File: config.mk
export PLATFORM = sky130hd
export DESIGN_NAME = io_pin_mux_flat
export DESIGN_NICKNAME = d
export VERILOG_FILES = /design/src/rtl/io_mux_pkg.sv /design/src/rtl/io_pin_mux_if.sv /design/src/rtl/io_mux_in_sync.sv /design/src/rtl/io_pin_mux.sv /design/src/flat_wrapper.sv
export SDC_FILE = /design/constraint.sdc
export NUM_CORES = 1
export LEC_CHECK = 0
export ABC_AREA = 1
export CORE_AREA = 2 2 83 105
export DETAILED_ROUTE_END_ITERATION = 6
export DIE_AREA = 0 0 85 107
export GPL_TIMING_DRIVEN = 0
export PLACE_DENSITY_LB_ADDON = 0.15
export SETUP_SLACK_MARGIN = 0.5
export SLEW_MARGIN = 20
export SYNTH_ARGS = -nofsm -noshare
export SYNTH_HDL_FRONTEND = slang
export SYNTH_HIERARCHICAL = 1
export SYNTH_SLANG_ARGS = --single-unit
File: constraint.sdc
create_clock -name clk -period 2.1 [get_ports clk]
set_input_delay 0.315 -clock clk [delete_from_list [all_inputs] [get_ports clk]]
set_output_delay 0.315 -clock clk [all_outputs]
set_load 0.005 [all_outputs]
File: src/rtl/io_mux_pkg.sv
// Shared constants for the pad multiplexer: register offsets, function indices,
// the select-width helper and the config-port FSM state type.
package io_mux_pkg;

  localparam logic [3:0] IO_MUX_FSEL = 4'h0;
  localparam logic [3:0] IO_MUX_OD   = 4'h4;
  localparam logic [3:0] IO_MUX_LOCK = 4'h8;
  localparam logic [3:0] IO_MUX_IN   = 4'hC;

  localparam int FN_GPIO = 0;
  localparam int FN_SPI  = 1;
  localparam int FN_I2C  = 2;
  localparam int FN_PWM  = 3;

  typedef enum logic {
    CFG_IDLE = 1'b0,
    CFG_ACK  = 1'b1
  } cfg_state_e;

  // Width of one pin's function-select field; at least one bit.
  function automatic int fsel_w(input int num_funcs);
    return (num_funcs <= 2) ? 1 : $clog2(num_funcs);
  endfunction

endpackage

File: src/rtl/io_pin_mux_if.sv
// Register-access port of the pad multiplexer (master drives requests, slave answers).
interface io_pin_mux_if;
  // Handshake: master raises cfg_valid with cfg_we/cfg_addr/cfg_wdata stable and holds
  // them until cfg_ready; slave samples cfg_valid on a clk edge and answers with a
  // one-cycle cfg_ready on the following cycle, cfg_rdata valid only during that cycle.
  // The ready cycle never accepts a new request.
  logic        cfg_valid;
  logic        cfg_we;
  logic [3:0]  cfg_addr;
  logic [31:0] cfg_wdata;
  logic [31:0] cfg_rdata;
  logic        cfg_ready;

  modport master (
    output cfg_valid, cfg_we, cfg_addr, cfg_wdata,
    input  cfg_rdata, cfg_ready
  );

  modport slave (
    input  cfg_valid, cfg_we, cfg_addr, cfg_wdata,
    output cfg_rdata, cfg_ready
  );
endinterface

File: src/rtl/io_mux_in_sync.sv
// One pad input: 2-FF synchroniser, followed by a FILT_LEN-sample glitch filter
// when IO_MUX_FILTER_EN is defined.
module io_mux_in_sync #(
  parameter int   FILT_LEN = 3,
  parameter logic RST_VAL  = 1'b0
) (
  input  logic clk,
  input  logic rst_n,
  input  logic pad_in,
  output logic fn_in
);

  if (FILT_LEN < 1) begin : g_bad_filt_len
    $error("io_mux_in_sync: FILT_LEN must be at least 1");
  end

  logic sync1_q, sync1_d;
  logic sync2_q, sync2_d;

  always_comb begin
    sync1_d = pad_in;
    sync2_d = sync1_q;
  end

  always_ff @(posedge clk) begin
    if (!rst_n) begin
      sync1_q <= RST_VAL;
      sync2_q <= RST_VAL;
    end else begin
      sync1_q <= sync1_d;
      sync2_q <= sync2_d;
    end
  end

`ifdef IO_MUX_FILTER_EN
  localparam int CNT_W = $clog2(FILT_LEN + 1);

  logic [CNT_W-1:0] cnt_q, cnt_d;
  logic             filt_q, filt_d;

  // Counts consecutive disagreeing samples; the FILT_LEN-th one flips the output.
  always_comb begin
    cnt_d  = '0;
    filt_d = filt_q;
    if (sync2_q != filt_q) begin
      if (cnt_q == CNT_W'(FILT_LEN - 1)) begin
        filt_d = sync2_q;
      end else begin
        cnt_d = cnt_q + 1'b1;
      end
    end
  end

  always_ff @(posedge clk) begin
    if (!rst_n) begin
      cnt_q  <= '0;
      filt_q <= RST_VAL;
    end else begin
      cnt_q  <= cnt_d;
      filt_q <= filt_d;
    end
  end

  assign fn_in = filt_q;
`else
  assign fn_in = sync2_q;
`endif

endmodule

File: src/rtl/io_pin_mux.sv
// Run-time pad multiplexer: register file + IDLE/ACK access FSM, registered output
// muxes with open-drain emulation, per-pin input synchronisers (filter: IO_MUX_FILTER_EN).
module io_pin_mux
  import io_mux_pkg::*;
#(
  parameter int                  NUM_PINS  = 8,
  parameter int                  NUM_FUNCS = 4,
  parameter int                  FILT_LEN  = 3,
  parameter logic [NUM_PINS-1:0] IN_RST    = '0
) (
  input  logic                            clk,
  input  logic                            rst_n,
  io_pin_mux_if.slave                     cfg,
  input  logic [NUM_FUNCS*NUM_PINS-1:0]   fn_out,
  input  logic [NUM_FUNCS*NUM_PINS-1:0]   fn_oe,
  output logic [NUM_PINS-1:0]             fn_in,
  input  logic [NUM_PINS-1:0]             pad_in,
  output logic [NUM_PINS-1:0]             pad_out,
  output logic [NUM_PINS-1:0]             pad_oe,
  output cfg_state_e                      dbg_state
);

  localparam int FSEL_W   = fsel_w(NUM_FUNCS);
  localparam int FSEL_TOT = NUM_PINS * FSEL_W;
  localparam int IDX_W    = $clog2(NUM_FUNCS * NUM_PINS);

  if (NUM_PINS < 1 || NUM_PINS > 16 || NUM_FUNCS < 2 || NUM_FUNCS > 4 ||
      (NUM_FUNCS & (NUM_FUNCS - 1)) != 0) begin : g_bad_params
    $error("io_pin_mux: NUM_PINS must be 1..16, NUM_FUNCS a power of 2 in 2..4");
  end

  cfg_state_e            state_q, state_d;
  logic [FSEL_TOT-1:0]   fsel_q, fsel_d;
  logic [NUM_PINS-1:0]   od_q, od_d;
  logic                  lock_q, lock_d;
  logic [31:0]           rdata_q, rdata_d;
  logic [NUM_PINS-1:0]   pad_out_q, pad_out_d;
  logic [NUM_PINS-1:0]   pad_oe_q, pad_oe_d;
  logic                  unused_wdata;

  assign unused_wdata = ^cfg.cfg_wdata;

  function automatic logic [IDX_W-1:0] fn_idx(input logic [FSEL_W-1:0] sel, input int pin);
    return IDX_W'(int'(sel) * NUM_PINS + pin);
  endfunction

  // Access FSM: a request is decoded and committed on the edge that enters ACK.
  always_comb begin
    state_d = state_q;
    fsel_d  = fsel_q;
    od_d    = od_q;
    lock_d  = lock_q;
    rdata_d = '0;
    case (state_q)
      CFG_IDLE: begin
        if (cfg.cfg_valid) begin
          state_d = CFG_ACK;
          if (cfg.cfg_we) begin
            case (cfg.cfg_addr)
              IO_MUX_FSEL: if (!lock_q) fsel_d = cfg.cfg_wdata[FSEL_TOT-1:0];
              IO_MUX_OD:   if (!lock_q) od_d   = cfg.cfg_wdata[NUM_PINS-1:0];
              IO_MUX_LOCK: lock_d = lock_q | cfg.cfg_wdata[0];
              default: ;
            endcase
          end else begin
            case (cfg.cfg_addr)
              IO_MUX_FSEL: rdata_d = 32'(fsel_q);
              IO_MUX_OD:   rdata_d = 32'(od_q);
              IO_MUX_LOCK: rdata_d = {31'b0, lock_q};
              IO_MUX_IN:   rdata_d = 32'(fn_in);
              default:     rdata_d = '0;
            endcase
          end
        end
      end
      CFG_ACK:  state_d = CFG_IDLE;
      default:  state_d = CFG_IDLE;
    endcase
  end

  // Open-drain pins never drive high: they only enable the pad to pull low.
  always_comb begin
    pad_out_d = '0;
    pad_oe_d  = '0;
    for (int p = 0; p < NUM_PINS; p++) begin
      if (od_q[p]) begin
        pad_out_d[p] = 1'b0;
        pad_oe_d[p]  = ~fn_out[fn_idx(fsel_q[p*FSEL_W +: FSEL_W], p)] &
                        fn_oe[fn_idx(fsel_q[p*FSEL_W +: FSEL_W], p)];
      end else begin
        pad_out_d[p] = fn_out[fn_idx(fsel_q[p*FSEL_W +: FSEL_W], p)];
        pad_oe_d[p]  = fn_oe[fn_idx(fsel_q[p*FSEL_W +: FSEL_W], p)];
      end
    end
  end

  always_ff @(posedge clk) begin
    if (!rst_n) begin
      state_q   <= CFG_IDLE;
      fsel_q    <= '0;
      od_q      <= '0;
      lock_q    <= 1'b0;
      rdata_q   <= '0;
      pad_out_q <= '0;
      pad_oe_q  <= '0;
    end else begin
      state_q   <= state_d;
      fsel_q    <= fsel_d;
      od_q      <= od_d;
      lock_q    <= lock_d;
      rdata_q   <= rdata_d;
      pad_out_q <= pad_out_d;
      pad_oe_q  <= pad_oe_d;
    end
  end

  assign cfg.cfg_ready = (state_q == CFG_ACK);
  assign cfg.cfg_rdata = rdata_q;
  assign pad_out       = pad_out_q;
  assign pad_oe        = pad_oe_q;
  assign dbg_state     = state_q;

  for (genvar p = 0; p < NUM_PINS; p++) begin : g_in
    io_mux_in_sync #(
      .FILT_LEN (FILT_LEN),
      .RST_VAL  (IN_RST[p])
    ) u_in_sync (
      .clk    (clk),
      .rst_n  (rst_n),
      .pad_in (pad_in[p]),
      .fn_in  (fn_in[p])
    );
  end

endmodule

File: src/flat_wrapper.sv
// flat-port wrapper written by rule: the top's interface ports become plain ports
module io_pin_mux_flat import io_mux_pkg::*;
#(
  parameter int                  NUM_PINS  = 8,
  parameter int                  NUM_FUNCS = 4,
  parameter int                  FILT_LEN  = 3,
  parameter logic [NUM_PINS-1:0] IN_RST    = '0
)
  (clk, rst_n, fn_out, fn_oe, fn_in, pad_in, pad_out, pad_oe, dbg_state, cfg_cfg_valid, cfg_cfg_we, cfg_cfg_addr, cfg_cfg_wdata, cfg_cfg_rdata, cfg_cfg_ready);
  io_pin_mux_if cfg_i ();
  input  logic clk;
  input  logic rst_n;
  input  logic [NUM_FUNCS*NUM_PINS-1:0] fn_out;
  input  logic [NUM_FUNCS*NUM_PINS-1:0] fn_oe;
  output logic [NUM_PINS-1:0] fn_in;
  input  logic [NUM_PINS-1:0] pad_in;
  output logic [NUM_PINS-1:0] pad_out;
  output logic [NUM_PINS-1:0] pad_oe;
  output cfg_state_e dbg_state;
  input wire logic [$bits(cfg_i.cfg_valid)-1:0] cfg_cfg_valid;
  input wire logic [$bits(cfg_i.cfg_we)-1:0] cfg_cfg_we;
  input wire logic [$bits(cfg_i.cfg_addr)-1:0] cfg_cfg_addr;
  input wire logic [$bits(cfg_i.cfg_wdata)-1:0] cfg_cfg_wdata;
  output wire logic [$bits(cfg_i.cfg_rdata)-1:0] cfg_cfg_rdata;
  output wire logic [$bits(cfg_i.cfg_ready)-1:0] cfg_cfg_ready;
  assign cfg_i.cfg_valid = cfg_cfg_valid;
  assign cfg_i.cfg_we = cfg_cfg_we;
  assign cfg_i.cfg_addr = cfg_cfg_addr;
  assign cfg_i.cfg_wdata = cfg_cfg_wdata;
  assign cfg_cfg_rdata = cfg_i.cfg_rdata;
  assign cfg_cfg_ready = cfg_i.cfg_ready;
  io_pin_mux #(.NUM_PINS(NUM_PINS), .NUM_FUNCS(NUM_FUNCS), .FILT_LEN(FILT_LEN), .IN_RST(IN_RST)) u_core (.clk(clk), .rst_n(rst_n), .cfg(cfg_i), .fn_out(fn_out), .fn_oe(fn_oe), .fn_in(fn_in), .pad_in(pad_in), .pad_out(pad_out), .pad_oe(pad_oe), .dbg_state(dbg_state));
endmodule
==> results.yml, run 1 <==
sta:
  rsz0062_at_grt: "false"
  finalSetupViolCount: 0
  setup_tns_ns: 0
  slew_violations: 0
  final.setup_skew_ns: 0.00976
  fmax_mhz: 647
  period_needed_ns: 1.54
  worst_pin_slew_ns: 0.564
  period_share_pct: 73.6
  finalHoldViolCount: 0
  slew-limit-headroom_pct: 62.4
  fin_hold_ws_ns: 0.417
cts:
  numCtsBuffers: 9
  clk_latency_ns: 0.35
  cts_num_sinks: 74
  clk_pin_slew_ns: 0.08
  cts_root_buf: "clkbuf_8"
  htreeDepth: 3
  clk_path_buf_depth: 2
  cts_tree: "done"
worst_setup_path:
  slowest_delay_ns: 0.52
  crit_chain: "clkdlybuf4s50_1"
  startpoint_type: "flip-flop"
  cp.arrival_ns: 1.23
  worstRegToRegCells: 8
  cp-end-kind: "output pin"
  r2r-start: "u_core/cfg.cfg_ready"
  crit_type: "reg -> out"
  cp_top_family: "buffers and inverters"
  rr_endpoint: "u_core/fsel_q[4]"
  required_ns: 1.78
  path_buf_inv: 1
  rrSetupSlack_ns: 0.67
  crit_path_top_delay_cell: "clkdlybuf4s50_1"
  worst-path-max-fanout: 2
yosys:
  syn_area_per_cell_um2: 6.49
  synth-adder-area-share_pct: 0
  ys_seq_area_share_pct: 42.3
  synth_xor_area_share_pct: 0
  synth-compound-area-share_pct: 0.143
  syn-cell-area_um2: 3500
  ys_ff_latch: 74
  yosys.area_share.simple_pct: 40.7
  synth_top_family_by_area: "simple AND/OR/NAND/NOR gates"
  ys_types: 17
  yosys_warnings: 6
  syn_inst: 540
  synth_mux_area_share_pct: 0
global_route:
  gr-total-overflow: 0
  antenna_found_initial: 0
  grt.total_usage_pct: 19.9
  grt_pass1_vias: 3465
  grt_max_degree: 18
  grt_pass1_wl_um: 14500
finish:
  final_common_cell: "nand2_1"
  drive_above_1_share_pct: 7.75
  antenna_cells: 0
  final_cells: 807
  syn_to_final_growth_pct: 50.7
  fillers: 730
  utilization_pct: 65.2
  nets: 817
  final_cell_mix: "nand2_1, clkdlybuf4s50_1, inv_1"
power_and_ir_drop:
  combPwrFrac_pct: 15.0
  p_clk_share_pct: 37.5
  power.share.switching_pct: 25.4
  power.leakage_nw: 2.60
  p_sw_uw: 781
  share_seq_of_total_power_pct: 47.6
  worst_ir_drop_vdd_mv: 0.413
  intPower_mw: 2.29
  total_power_mw: 3.07
  p_per_area_nw_per_um2: 581
route:
  drtAntennaViolNets: 0
  drt_pre_antenna_iters: 4
  routed_wl_um: 9000
  wire_per_inst_um: 11.2
  via_count: 3628
  drt-vias-per-instance: 4.50
  drtIter0Drc: 104
  drc_errors: 0
status:
  status: "finished clean"
worst_hold_path:
  holdPathStages: 2
  hold_end: "u_core/g_in[4].u_in_sync/fn_in"
  hp-start: "u_core/g_in[4].u_in_sync/sync1_q"
  min_path_type: "reg -> reg"
floorplan:
  coreArea_um2: 8100
  die_h_um: 107
  die_x_um: 85
  start_util_pct: 43.3
  pin_count: 170
  dieArea_um2: 9100
  rows: 37
job:
  drv_cap: 0
placed_design:
  hpwl_um: 7060
  post-place-cells: 789
  place.gp.congestion: 0.874
  io_buffers: 137
worst min-delay path, delay by kind of cell, from the launching register on:
kind	cells	cell delay, ns
buf+inv	1	0.04
flops	1	0.31
simple gates	1	0.04
synthesized netlist by cell type (all sizes together):
library cell	instances	area share, %
nand3	90	13
a21oi	1	0.14
nor3	16	2.3
nor2	78	9.7
nand2	146	16
dfxtp	74	42
clkbuf	1	0.11
buf	27	5.4
inv	106	11
conb	1	0.11
registers in the layout, summed over array words and instances (netlist names):
name,count
u_core/cfg.cfg_ready,1
u_core/g_in.u_in_sync/sync1_q,8
u_core/cfg.cfg_rdata,16
u_core/od_q,8
u_core/g_in.u_in_sync/fn_in,8
u_core/pad_out,8
u_core/pad_oe,8
u_core/lock_q,1
u_core/fsel_q,16
timing repair:
| action | CTS | global route |
|---|---|---|
| pin swaps | 0 | 1 |
| endpoints found under the setup margin | 47 | 23 |
| buffers inserted | 1 | 1 |
| gates resized for setup | 5 | 4 |
| hold buffers | 0 | 0 |
stage by stage:
stage	instance area, µm²	worst slack, ns
final	5280	0.555
after global routing	5280	0.499
after global placement	5050	-0.184
after detailed placement	5050	-0.195
after CTS	5270	0.535
after floorplan	3560	0.920
area by class of cell:
class / count / area [µm²] / share of cell area, %
Tap cell: 97 / 121 / 2.30
Clock inverter: 7 / 82.6 / 1.56
Multi-Input combinational cell: 347 / 1500 / 28.3
Clock buffer: 9 / 124 / 2.34
Sequential cell: 74 / 1480 / 28.1
Inverter: 106 / 398 / 7.53
Timing Repair Buffer: 139 / 1390 / 26.2
Buffer: 28 / 194 / 3.67
power groups by stage:
stage | combinational, mW | sequential (mW) | clock [mW]
final | 0.460 | 1.46 | 1.15
after global routing | 0.508 | 1.47 | 1.23
after CTS | 0.459 | 1.46 | 1.17
after detailed placement | 0.455 | 1.49 | 0
after global placement | 0.451 | 1.49 | 0
after floorplan | 0.180 | 1.49 | 0
routing by layer:
metal	up-vias	track usage, %	wire length [µm]
met5	-	0	0
met4	0	8.05	170
met3	18	4.62	471
met2	112	38.1	4630
met1	1579	20.4	3730
li1	1919	-	-
worst max path at each step:
stage	startpoint	to	cells after the start
final	u_core/g_in[7].u_in_sync/fn_in	fn_in[7]	1
after global routing	cfg_cfg_addr[2]	u_core/fsel_q[1]	8
after CTS	cfg_cfg_addr[3]	u_core/fsel_q[4]	8
after detailed placement	rst_n	u_core/cfg.cfg_rdata[7]	9
after global placement	rst_n	u_core/cfg.cfg_rdata[7]	9
after floorplan	u_core/cfg.cfg_ready	u_core/od_q[0]	7
kinds of logic after synthesis:
logic type,count (synthesis)
AO/OA/AOI/OAI,1
buffers and inverters,134
flip-flops,74
other,1
AND/OR/NAND/NOR,330
Note: power is estimated with default switching activity, not from simulation.
==> run 2, diff against run 1 <==
--- a/config.mk
+++ b/config.mk
@@ -6,9 +6,9 @@
 export NUM_CORES = 1
 export LEC_CHECK = 0
 export ABC_AREA = 1
-export CORE_AREA = 2 2 83 105
+export CORE_AREA = 2 2 86 109
 export DETAILED_ROUTE_END_ITERATION = 6
-export DIE_AREA = 0 0 85 107
+export DIE_AREA = 0 0 88 111
 export GPL_TIMING_DRIVEN = 0
 export PLACE_DENSITY_LB_ADDON = 0.15
 export SETUP_SLACK_MARGIN = 0.5
==> constraint.sdc (replaced) <==
create_clock -name clk -period 1.5 [get_ports clk]
set_input_delay 0.225 -clock clk [delete_from_list [all_inputs] [get_ports clk]]
set_output_delay 0.225 -clock clk [all_outputs]
set_load 0.005 [all_outputs]
==> run 2 against run 1 <==
  * Sequential share of layout area decreased by 1.1 points
  * Core utilization decreased by 1.4 points
  * Wire length increased by 13%
  * Non-clock buffer count increased by 17
  * Largest cell class is now multi-input combinational cells
==> results.yml, run 2 (synthesized netlist as in run 1, its figures left out) <==
sta:
  period_share_pct: 85.6
  slew_violations: 0
  finalHoldViolCount: 0
  fmax_mhz: 779
  fin_hold_ws_ns: 0.197
  period_needed_ns: 1.28
  rsz0062_at_grt: "true"
  final.setup_skew_ns: 0.00756
  finalSetupViolCount: 0
route:
  wl_met3_um: 615
  top_layer: "met4"
  wl_met1_um: 3940
  wl_met2_um: 5510
  via_count: 3766
  drt-vias-per-instance: 4.43
  drtIter0Drc: 140
  drc_errors: 0
  drt_pre_antenna_iters: 4
  wire_per_inst_um: 12.0
  drtAntennaViolNets: 0
  routed_wl_um: 10200
worst_setup_path:
  worstRegToRegCells: 8
  worst-path-max-fanout: 6
  cp.arrival_ns: 1.51
  crit_type: "reg -> reg"
  rrSetupSlack_ns: 0.22
  slowest_delay_ns: 0.35
  cp-end-kind: "flip-flop"
  crit_path_start: "u_core/cfg.cfg_ready"
  startpoint_type: "flip-flop"
  required_ns: 1.73
  rr_endpoint: "u_core/od_q[1]"
  crit_chain: "buf_6 -> inv_4 -> nand2_4 -> nor2_4 -> buf_6 -> nand3_2 -> nand2_1 -> nor2_1"
  crit_path_top_delay_cell: "dfxtp_4"
  cp_common_cell: "buf_6"
  r2r-start: "u_core/cfg.cfg_ready"
  endpoint: "u_core/od_q[1]"
cts:
  cts_tree: "done"
  cts_hold_buffers: 0
  cts_root_buf: "clkbuf_16"
  cts_num_sinks: 74
  clk_latency_ns: 0.33
  clk_pin_slew_ns: 0.07
  htreeDepth: 3
  clk_path_buf_depth: 2
  numCtsBuffers: 9
worst_hold_path:
  min_path_type: "in -> reg"
floorplan:
  rows: 39
  dieArea_um2: 9770
  coreArea_um2: 8830
  die_h_um: 111
  die_x_um: 88
  pin_count: 170
  start_util_pct: 39.7
finish:
  drive_above_1_share_pct: 25.0
  final_common_cell: "nand2_1"
  utilization_pct: 63.8
  final_cell_mix: "nand2_1, inv_1, clkdlybuf4s50_1"
  nets: 834
  syn_to_final_growth_pct: 60.8
  antenna_cells: 0
global_route:
  grt.total_usage_pct: 20.8
  antenna_found_initial: 0
  grt_pass1_wl_um: 16100
  grt_pass1_vias: 3721
  gr-total-overflow: 0
  grt_max_degree: 18
power_and_ir_drop:
  power.leakage_nw: 2.85
  worst_ir_drop_vdd_mv: 0.723
  p_per_area_nw_per_um2: 881
placed_design:
  place.gp.congestion: 0.810
  hpwl_um: 7380
  io_buffers: 137
status:
  status: "finished clean"
job:
  drv_cap: 0
run 2: changes by cell type in the layout (fill, tap and decap cells not counted), moves of 11 or more:
cell,previous run,this run
buf_6,2,17
dfxtp_2,1,24
buf_2,5,40
nand3_2,0,18
nand3_1,90,71
dfxtp_1,73,48
clkdlybuf4s50_1,135,89
buf_4,19,30
run 2: through the flow:
step	TNS [ns]	instances	setup WS [ns]	total power, mW	instance area (µm²)
after global routing	0	850	0.137	5.15	5640
final	0	850	0.216	4.96	5640
after detailed placement	-29.50	815	-0.692	2.75	5140
after CTS	0	849	0.258	4.97	5490
after global placement	-29.22	815	-0.682	2.74	5140
after floorplan	0	555	0.471	2.36	3620
run 2: area by class of cell:
| class | instances | area, µm² |
|---|---|---|
| fillers | 807 | 3200 |
| multi-input cells | 347 | 1690 |
| flip-flops and latches | 74 | 1520 |
| repair buffers | 156 | 1350 |
| inverters | 106 | 403 |
| clock buffers | 9 | 225 |
| plain buffers | 28 | 214 |
| well taps | 123 | 154 |
| clock inverters | 7 | 82.6 |
run 2: timing repair:
| item | 4_1_cts | 5_1_grt |
|---|---|---|
| gates cloned | 2 | 0 |
| pin swaps | 16 | 8 |
| endpoints found under the setup margin | 100 | 67 |
| resized for setup | 220 | 44 |
| setup buffers | 16 | 1 |
run 2: power by group:
part / total (mW) / leakage [nW] / internal (mW) / switching, mW
combinational: 0.707 / 2.09 / 0.403 / 0.304
clock: 2.21 / 0.145 / 1.32 / 0.894
sequential: 2.05 / 0.617 / 2.02 / 0.0259
run 2: worst min-delay path by stage:
stage,from,endpoint,slack (ns),cells past startpoint
after floorplan,rst_n,u_core/g_in[0].u_in_sync/fn_in,0.32,2
after global placement,u_core/g_in[3].u_in_sync/sync1_q,u_core/g_in[3].u_in_sync/fn_in,0.39,2
after detailed placement,u_core/g_in[0].u_in_sync/sync1_q,u_core/g_in[0].u_in_sync/fn_in,0.40,2
after CTS,rst_n,u_core/g_in[0].u_in_sync/fn_in,0.19,3
after global routing,rst_n,u_core/g_in[2].u_in_sync/fn_in,0.21,3
final,rst_n,u_core/g_in[0].u_in_sync/fn_in,0.20,3
run 2: metal layers:
layer	vias to the layer above	global-route usage (%)
met5	-	0
met4	0	7.08
met3	10	3.13
met2	119	40.5
met1	1674	21.6
li1	1963	-
run 2: worst max-delay path: cells and delay by family (launching register included):
family / cells / cell delay, ns
flip-flops: 1 / 0.35
AND/OR/NAND/NOR: 5 / 0.47
buffers and inverters: 3 / 0.35
